==> config.mk <==
export PLATFORM = sky130hd
export DESIGN_NAME = wb_gpio_irq
export DESIGN_NICKNAME = d
export VERILOG_FILES = /design/src/rtl/wb_gpio_pkg.sv /design/src/rtl/gpio_sync_edge.sv /design/src/rtl/wb_gpio_irq.sv
export SDC_FILE = /design/constraint.sdc
export NUM_CORES = 1
export LEC_CHECK = 0
export CAP_MARGIN = 30
export CORE_MARGIN = 5
export CORE_UTILIZATION = 41
export DETAILED_ROUTE_END_ITERATION = 12
export GPL_TIMING_DRIVEN = 0
export PLACE_DENSITY = 0.81
export SYNTH_ARGS = -nofsm -noshare
export SYNTH_HDL_FRONTEND = slang
export SYNTH_SLANG_ARGS = --single-unit
==> constraint.sdc <==
create_clock -name clock -period 3 [get_ports clock]
set_clock_uncertainty 0.05 [all_clocks]
set_input_delay 0.75 -clock clock [delete_from_list [all_inputs] [get_ports clock]]
set_output_delay 0.75 -clock clock [all_outputs]
set_load 0.02 [all_outputs]
==> src/rtl/wb_gpio_pkg.sv <==
// wb_gpio_pkg
// Shared definitions for the Wishbone GPIO controller: the word offsets of
// the eight registers in the map and the widest GPIO vector supported.
package wb_gpio_pkg;

    localparam int MAX_WIDTH = 32;

    localparam logic [2:0] REG_DATA_IN    = 3'd0;
    localparam logic [2:0] REG_DATA_OUT   = 3'd1;
    localparam logic [2:0] REG_DIR        = 3'd2;
    localparam logic [2:0] REG_OUT_SET    = 3'd3;
    localparam logic [2:0] REG_OUT_CLR    = 3'd4;
    localparam logic [2:0] REG_RISE_EN    = 3'd5;
    localparam logic [2:0] REG_FALL_EN    = 3'd6;
    localparam logic [2:0] REG_IRQ_STATUS = 3'd7;

endpackage

==> src/rtl/gpio_sync_edge.sv <==
// gpio_sync_edge
// Brings asynchronous pin levels into the clock domain through a STAGES-deep
// flop chain and flags per-bit rising and falling edges against the previous
// synchronised value.
// Ports:
//   clock, reset   clock and asynchronous active-high reset
//   async_i        raw pin levels
//   sync_o         last synchroniser stage
//   rise_o/fall_o  one-cycle edge strobes, combinational from sync_o and prev
module gpio_sync_edge #(
    parameter int WIDTH  = 8,
    parameter int STAGES = 2
) (
    input  logic             clock,
    input  logic             reset,
    input  logic [WIDTH-1:0] async_i,
    output logic [WIDTH-1:0] sync_o,
    output logic [WIDTH-1:0] rise_o,
    output logic [WIDTH-1:0] fall_o
);

    logic [STAGES-1:0][WIDTH-1:0] chain_q;
    logic [WIDTH-1:0]             prev_q;

    // Stage 0 samples the pin; each later stage copies the one before it.
    // prev_q holds the synchronised value from the previous cycle.
    always_ff @(posedge clock or posedge reset) begin
        if (reset) begin
            chain_q <= '0;
            prev_q  <= '0;
        end else begin
            chain_q <= {chain_q[STAGES-2:0], async_i};
            prev_q  <= chain_q[STAGES-1];
        end
    end

    assign sync_o = chain_q[STAGES-1];
    assign rise_o = sync_o & ~prev_q;
    assign fall_o = ~sync_o & prev_q;

endmodule

==> src/rtl/wb_gpio_irq.sv <==
// wb_gpio_irq
// Wishbone classic GPIO controller with per-bit direction, atomic set/clear
// of outputs, synchronised inputs and sticky W1C edge interrupt status.
// Ports:
//   clock, reset          Wishbone clock, asynchronous active-high reset
//   wb_*                  Wishbone classic slave (3-bit word address)
//   gpio_i                asynchronous pin inputs
//   gpio_o, gpio_dir_o    output data and output enable (1 = drive)
//   irq_o                 registered OR of the interrupt status bits
module wb_gpio_irq
    import wb_gpio_pkg::*;
#(
    parameter int WIDTH       = 8,
    parameter int SYNC_STAGES = 2
) (
    input  logic             clock,
    input  logic             reset,
    input  logic [2:0]       wb_adr_i,
    input  logic [31:0]      wb_dat_i,
    input  logic [3:0]       wb_sel_i,
    input  logic             wb_we_i,
    input  logic             wb_cyc_i,
    input  logic             wb_stb_i,
    output logic [31:0]      wb_dat_o,
    output logic             wb_ack_o,
    input  logic [WIDTH-1:0] gpio_i,
    output logic [WIDTH-1:0] gpio_o,
    output logic [WIDTH-1:0] gpio_dir_o,
    output logic             irq_o
);

    logic [WIDTH-1:0] dataOut_q, dataOut_d;
    logic [WIDTH-1:0] dir_q, dir_d;
    logic [WIDTH-1:0] riseEn_q, riseEn_d;
    logic [WIDTH-1:0] fallEn_q, fallEn_d;
    logic [WIDTH-1:0] status_q, status_d;
    logic [31:0]      dat_q;
    logic             ack_q;
    logic             irq_q;

    logic [WIDTH-1:0] syncIn, riseIn, fallIn;
    logic             access, wrEn;
    logic [31:0]      laneMask, writeBits, readData;
    logic [WIDTH-1:0] wrVal, wrMask, w1c;
    logic             unusedBits;

    gpio_sync_edge #(
        .WIDTH  (WIDTH),
        .STAGES (SYNC_STAGES)
    ) u_sync (
        .clock   (clock),
        .reset   (reset),
        .async_i (gpio_i),
        .sync_o  (syncIn),
        .rise_o  (riseIn),
        .fall_o  (fallIn)
    );

    // An access is accepted on the edge where ack rises; masking with ~ack_q
    // makes a held strobe produce one access per two cycles.
    assign access    = wb_cyc_i & wb_stb_i & ~ack_q;
    assign wrEn      = access & wb_we_i;
    assign laneMask  = {{8{wb_sel_i[3]}}, {8{wb_sel_i[2]}}, {8{wb_sel_i[1]}}, {8{wb_sel_i[0]}}};
    assign writeBits = wb_dat_i & laneMask;
    assign wrVal     = writeBits[WIDTH-1:0];
    assign wrMask    = laneMask[WIDTH-1:0];
    // Bus bits above WIDTH are intentionally dropped.
    assign unusedBits = ^{writeBits, laneMask};

    // Next-state for the writable registers. Status applies the W1C first
    // and then ORs in new edges so a simultaneous set wins.
    always_comb begin
        dataOut_d = dataOut_q;
        dir_d     = dir_q;
        riseEn_d  = riseEn_q;
        fallEn_d  = fallEn_q;
        w1c       = '0;
        if (wrEn) begin
            case (wb_adr_i)
                REG_DATA_OUT:   dataOut_d = (dataOut_q & ~wrMask) | wrVal;
                REG_DIR:        dir_d     = (dir_q & ~wrMask) | wrVal;
                REG_OUT_SET:    dataOut_d = dataOut_q | wrVal;
                REG_OUT_CLR:    dataOut_d = dataOut_q & ~wrVal;
                REG_RISE_EN:    riseEn_d  = (riseEn_q & ~wrMask) | wrVal;
                REG_FALL_EN:    fallEn_d  = (fallEn_q & ~wrMask) | wrVal;
                REG_IRQ_STATUS: w1c       = wrVal;
                default:        ;
            endcase
        end
        status_d = (status_q & ~w1c) | (riseIn & riseEn_q) | (fallIn & fallEn_q);
    end

    // Read mux, zero-extended to the bus; OUT_SET/OUT_CLR read as zero.
    always_comb begin
        readData = '0;
        case (wb_adr_i)
            REG_DATA_IN:    readData[WIDTH-1:0] = syncIn;
            REG_DATA_OUT:   readData[WIDTH-1:0] = dataOut_q;
            REG_DIR:        readData[WIDTH-1:0] = dir_q;
            REG_RISE_EN:    readData[WIDTH-1:0] = riseEn_q;
            REG_FALL_EN:    readData[WIDTH-1:0] = fallEn_q;
            REG_IRQ_STATUS: readData[WIDTH-1:0] = status_q;
            default:        readData = '0;
        endcase
    end

    always_ff @(posedge clock or posedge reset) begin
        if (reset) begin
            dataOut_q <= '0;
            dir_q     <= '0;
            riseEn_q  <= '0;
            fallEn_q  <= '0;
            status_q  <= '0;
            dat_q     <= '0;
            ack_q     <= 1'b0;
            irq_q     <= 1'b0;
        end else begin
            dataOut_q <= dataOut_d;
            dir_q     <= dir_d;
            riseEn_q  <= riseEn_d;
            fallEn_q  <= fallEn_d;
            status_q  <= status_d;
            dat_q     <= (access && !wb_we_i) ? readData : 32'h0;
            ack_q     <= access;
            irq_q     <= |status_q;
        end
    end

    assign wb_dat_o   = dat_q;
    assign wb_ack_o   = ack_q;
    assign gpio_o     = dataOut_q;
    assign gpio_dir_o = dir_q;
    assign irq_o      = irq_q;

endmodule

### Word-level counts from Yosys, hierarchy flattened

Cells that the tools add are included.

| word-level totals | value |
|---|---|
| flip-flop bits (word level) | 74 |
| input bits | 52 |
| output and inout port bits | 50 |
| logic and storage cells | 59 |

| operators by class | value |
|---|---|
| equal/unequal tests | 7 |
| mux-type cells | 5 |
| bitwise operators | 27 |
| reduce and logical (&&, ||, !) cells | 9 |

Operators with widths:

| cell | number |
|---|---|
| 8-bit AND | 11 |
| 8-bit bitwise OR | 7 |
| 8-bit one-hot mux with 6 select lines | 1 |
| 8-bit inverter | 5 |
| 8-bit two-way mux | 3 |
| 8-bit one-hot mux with 3 select lines | 1 |
| 3-bit == test, second input constant | 4 |
| 2-bit AND reduction | 4 |
| 8-bit OR reduction | 1 |
| 3-bit by 2-bit == test with 1-bit output, second input constant | 2 |
| 1-bit AND | 3 |
| 3-bit by 1-bit == test with 1-bit output, second input constant | 1 |
| 3-bit logical NOT | 1 |
| 3-bit nonzero test | 1 |
| 1-bit logical AND | 1 |
| 1-bit logical NOT | 1 |
| 1-bit inverter | 1 |

### Longest topological paths before layout

| logic depth | value |
|---|---|
| word-level depth | 8 |
| gate-level depth with buffers | 5 |
| depth with buffers taken out | 4 |

### Hierarchy

A second synthesis with hierarchy kept.

| unflattened totals | value |
|---|---|
| cells, all modules | 280 |
| area total of the unflattened synthesis | 3427.0 um^2 |

Modules (own cells, without submodules):

| module | times used | cells an instance | area an instance (um^2) | seq. area each (um^2) |
|---|---|---|---|---|
| wb_gpio_irq | 1 | 231 | 2622.5 | 1251.2 |
| gpio_sync_edge | 1 | 49 | 804.5 | 600.6 |

### Worst setup path after synthesis

No wires, ideal clock.

| path | value |
|---|---|
| path kind | in2reg |
| from | in wb_adr_i[1] |
| to | reg (tool-made name) |
| setup time | 0.125 ns |
| data arrival time | 1.895 ns |
| data required time | 2.825 ns |
| path slack | 0.930 ns |
| stages | 4 |
| path buffers | 1 |
| path through | buf_4 -> and2b_2 -> nor4b_4 -> mux2_2 |

RTL lines:

| item | line | text |
|---|---|---|
| start: declaration | wb_gpio_irq.sv:18 | `input logic [2:0] wb_adr_i,` |

==> flow_metrics.env <==
export IMPL_yosys_warnings=0
export IMPL_insertion_delay_ns=0.35
export IMPL_period_minus_slack_ns=2.56
export IMPL_end_kind="register"
export IMPL_rr_startpoint="wb_ack_o"
export IMPL_hold_violations=0
export IMPL_static_leakage_power_uw=0.00195
export IMPL_synthMuxAreaShare=0.121
export IMPL_synth_xor_area_frac=0
export IMPL_max_freq_ghz=0.390
export IMPL_setup_ws_ns=0.436
export IMPL_min_delay_start="u_sync.chain_q[1]"
export IMPL_nFillCells=737
export IMPL_slew_limit_headroom=0.404
export IMPL_die_w_um=102
export IMPL_htreeDepth=3
export IMPL_switching_power_uw=604
export IMPL_fin_cells=478
export IMPL_crit_path_top_delay_cell="nor4b_4"
export IMPL_grt_pass1_vias=2634
export IMPL_cts_setup_buffers=0
export IMPL_total_power_uw=2430
export IMPL_peakVddDrop_mv=0.348
export IMPL_via_count=2663
export IMPL_drt_iter0_drc=156
export IMPL_routedWlPerCell_um=18.1
export IMPL_gp_congestion=0.926
export IMPL_num_io_pins=102
export IMPL_synth_yosys_seq_area_share=0.533
export IMPL_status="completed"
export IMPL_required_ns=3.18
export IMPL_synth_compound_area_frac=0.142
export IMPL_coreArea_um2=8220
export IMPL_fin_nets=420
export IMPL_clockRootBuffer="clkbuf_8"
export IMPL_port_buffers=49
export IMPL_fin_util=0.540
export IMPL_drt_wl_total_um=8660
export IMPL_drtAntennaViolNets=0
export IMPL_postCtsResizedCells=0
export IMPL_tightestPinTransition_ns=0.893
export IMPL_pre_cts_ws_ns=0.109
export IMPL_rsz0062_at_grt="false"
export IMPL_synthCells=285
export IMPL_finalCritPeriodShare=0.855
export IMPL_critPathMaxStageDelay_ns=0.68
export IMPL_synth_simple_gate_area_frac=0.115
export IMPL_clock_sinks=74
export IMPL_grt_pass1_wl_um=13500
export IMPL_place_inst=462
export IMPL_ys_flop_type="dfrtp_1"
export IMPL_dp_hpwl_um=5960
export IMPL_slew_violations=0
export IMPL_diodes=0
export IMPL_grtUsageTotal=0.169
export IMPL_final_cell_mix="dfrtp_1 (74), clkdlybuf4s50_1 (49), mux2_2 (33)"
export IMPL_start_util=0.423
export IMPL_power_frac_seq=0.460
export IMPL_r2r_cells=3
export IMPL_synth_area_um2=3470
export IMPL_holdPathEnd="u_sync.sync_o[1]"
export IMPL_cp_arrival_ns=2.75
export IMPL_critical_path_class="input pin to register"
export IMPL_drive_gt1_frac=0.239
export IMPL_first_pass_iters=5
export IMPL_synth_seq_cells=74
export IMPL_ctsHoldBuffers=0
export IMPL_async_flop_share=1.00
export IMPL_antenna_found_initial=0
export IMPL_syn_to_final_growth_pct=27.7
export IMPL_die_area_um2=10400
export IMPL_pwr_share_comb=0.145
export IMPL_min_path_cells=0
export IMPL_setup_viol=0
export IMPL_switching_share=0.248
export IMPL_syn_area_per_cell_um2=12.2
export IMPL_drc_errors=0
export IMPL_rrSetupSlack_ns=1.05
export IMPL_dieHeight_um=102
export IMPL_drv_cap=0
export IMPL_avgViaCountPerCell=5.57
export IMPL_grt_max_degree=75
export IMPL_startpoint_type="input pin"
export IMPL_rows=33
export IMPL_cts_tree="done"
export IMPL_synth_top_family_by_area="compound AO/OA/AOI/OAI gates"
export IMPL_synthAdderAreaFrac=0
export IMPL_cts_made_buffers=9
export IMPL_cp_cell_sequence="clkdlybuf4s50_1 > buf_4 > and2b_2 > nor4b_4 > mux2_2"
export IMPL_cp_max_fo=10
export IMPL_clkPwrFrac=0.396
export IMPL_final_common_cell="dfrtp_1"
export IMPL_gr_total_overflow=0
export IMPL_ys_types=43
export IMPL_synth_edf_count=0
export IMPL_powerDensity_nw_per_um2=548
export IMPL_hold_class="register to register"
export IMPL_cts_max_path_buffers=2
export IMPL_power_internal_uw=1830
export IMPL_clk_pin_slew_worst_paths_ns=0.07
worst max-delay path by stage:
stage / startpoint / end / slack (ns) / cells after the start
detailed placement: wb_adr_i[0] / register / 0.11 / 5
finish: wb_adr_i[0] / register / 0.44 / 5
CTS: wb_adr_i[0] / register / 0.47 / 5
floorplan: reset / async pin / 0.32 / 1
global route: wb_adr_i[0] / register / 0.38 / 5
global placement: reset / wb_dat_o[0] / -0.84 / 2
kinds of logic (layout without fill, tap and decap cells):
logic type | Yosys count | in the layout
flip-flops | 74 | 74
buffers and inverters | 53 | 118
other | 1 | 24
AO/OA/AOI/OAI | 65 | 65
AND/OR/NAND/NOR | 54 | 54
multiplexers | 38 | 38
cells in the mapped netlist, types with 2 or more instances:
master	n	area, um^2
dfrtp_1	74	1850
mux2_2	33	372
buf_4	27	203
a21oi_1	18	90.1
inv_1	11	41.3
nand2_1	11	41.3
clkbuf_1	10	37.5
nand3b_1	9	67.6
o41ai_1	9	78.8
o211ai_1	8	60.1
a221oi_1	7	61.3
a311oi_1	7	61.3
a41o_1	7	70.1
nand3_1	7	35.0
mux2i_1	5	50.1
nor3_1	4	20.0
buf_2	3	15.0
nor3b_1	3	22.5
a32oi_1	2	17.5
and3_1	2	12.5
and3b_1	2	17.5
nor4_1	2	12.5
nor4b_4	2	47.6
o21ai_0	2	10.0
o22a_1	2	17.5
final cells by class:
cell class                 count  area [um^2]  area share
inverter                      12         47.5      0.0107
sequential                    74         1850       0.417
clock inverter                 5          100      0.0226
buffer                        41          259      0.0584
clock buffer                  11          151      0.0341
tap                          105          131      0.0296
timing repair buffer          49          490       0.111
multi-input combinational    181         1400       0.317
critical path: cells and delay by family:
kind,cells,cell delay (ns)
and+or+nand+nor,2,0.89
muxes,1,0.42
buffers and inverters,2,0.68
metal layers:
layer | vias up | global-route usage | routed length [um]
li1 | 1184 | - | -
met1 | 1297 | 0.222 | 3500
met2 | 159 | 0.262 | 4030
met3 | 23 | 0.0471 | 887
met4 | 0 | 0.0737 | 237
met5 | - | 0 | 0
metrics by stage:
| stage | hold WS (ns) | TNS, ns | cell area, um^2 |
|---|---|---|---|
| 2_1_floorplan | 0.281 | 0 | 3560 |
| 5_1_grt | 0.309 | 0 | 4440 |
| 4_1_cts | 0.303 | 0 | 4440 |
| 3_3_place_gp | 0.282 | -61.82 | 4180 |
| 3_5_place_dp | 0.286 | 0 | 4180 |
| 6_report | 0.299 | 0 | 4440 |
power groups by stage:
stage / Clock, uW / Combinational (uW) / Sequential, uW
floorplan: 0 / 213 / 1140
global placement: 0 / 342 / 1130
detailed placement: 0 / 350 / 1140
CTS: 981 / 352 / 1120
global route: 1020 / 379 / 1130
finish: 962 / 352 / 1120
No activity file was read; power rests on OpenSTA's default activity.
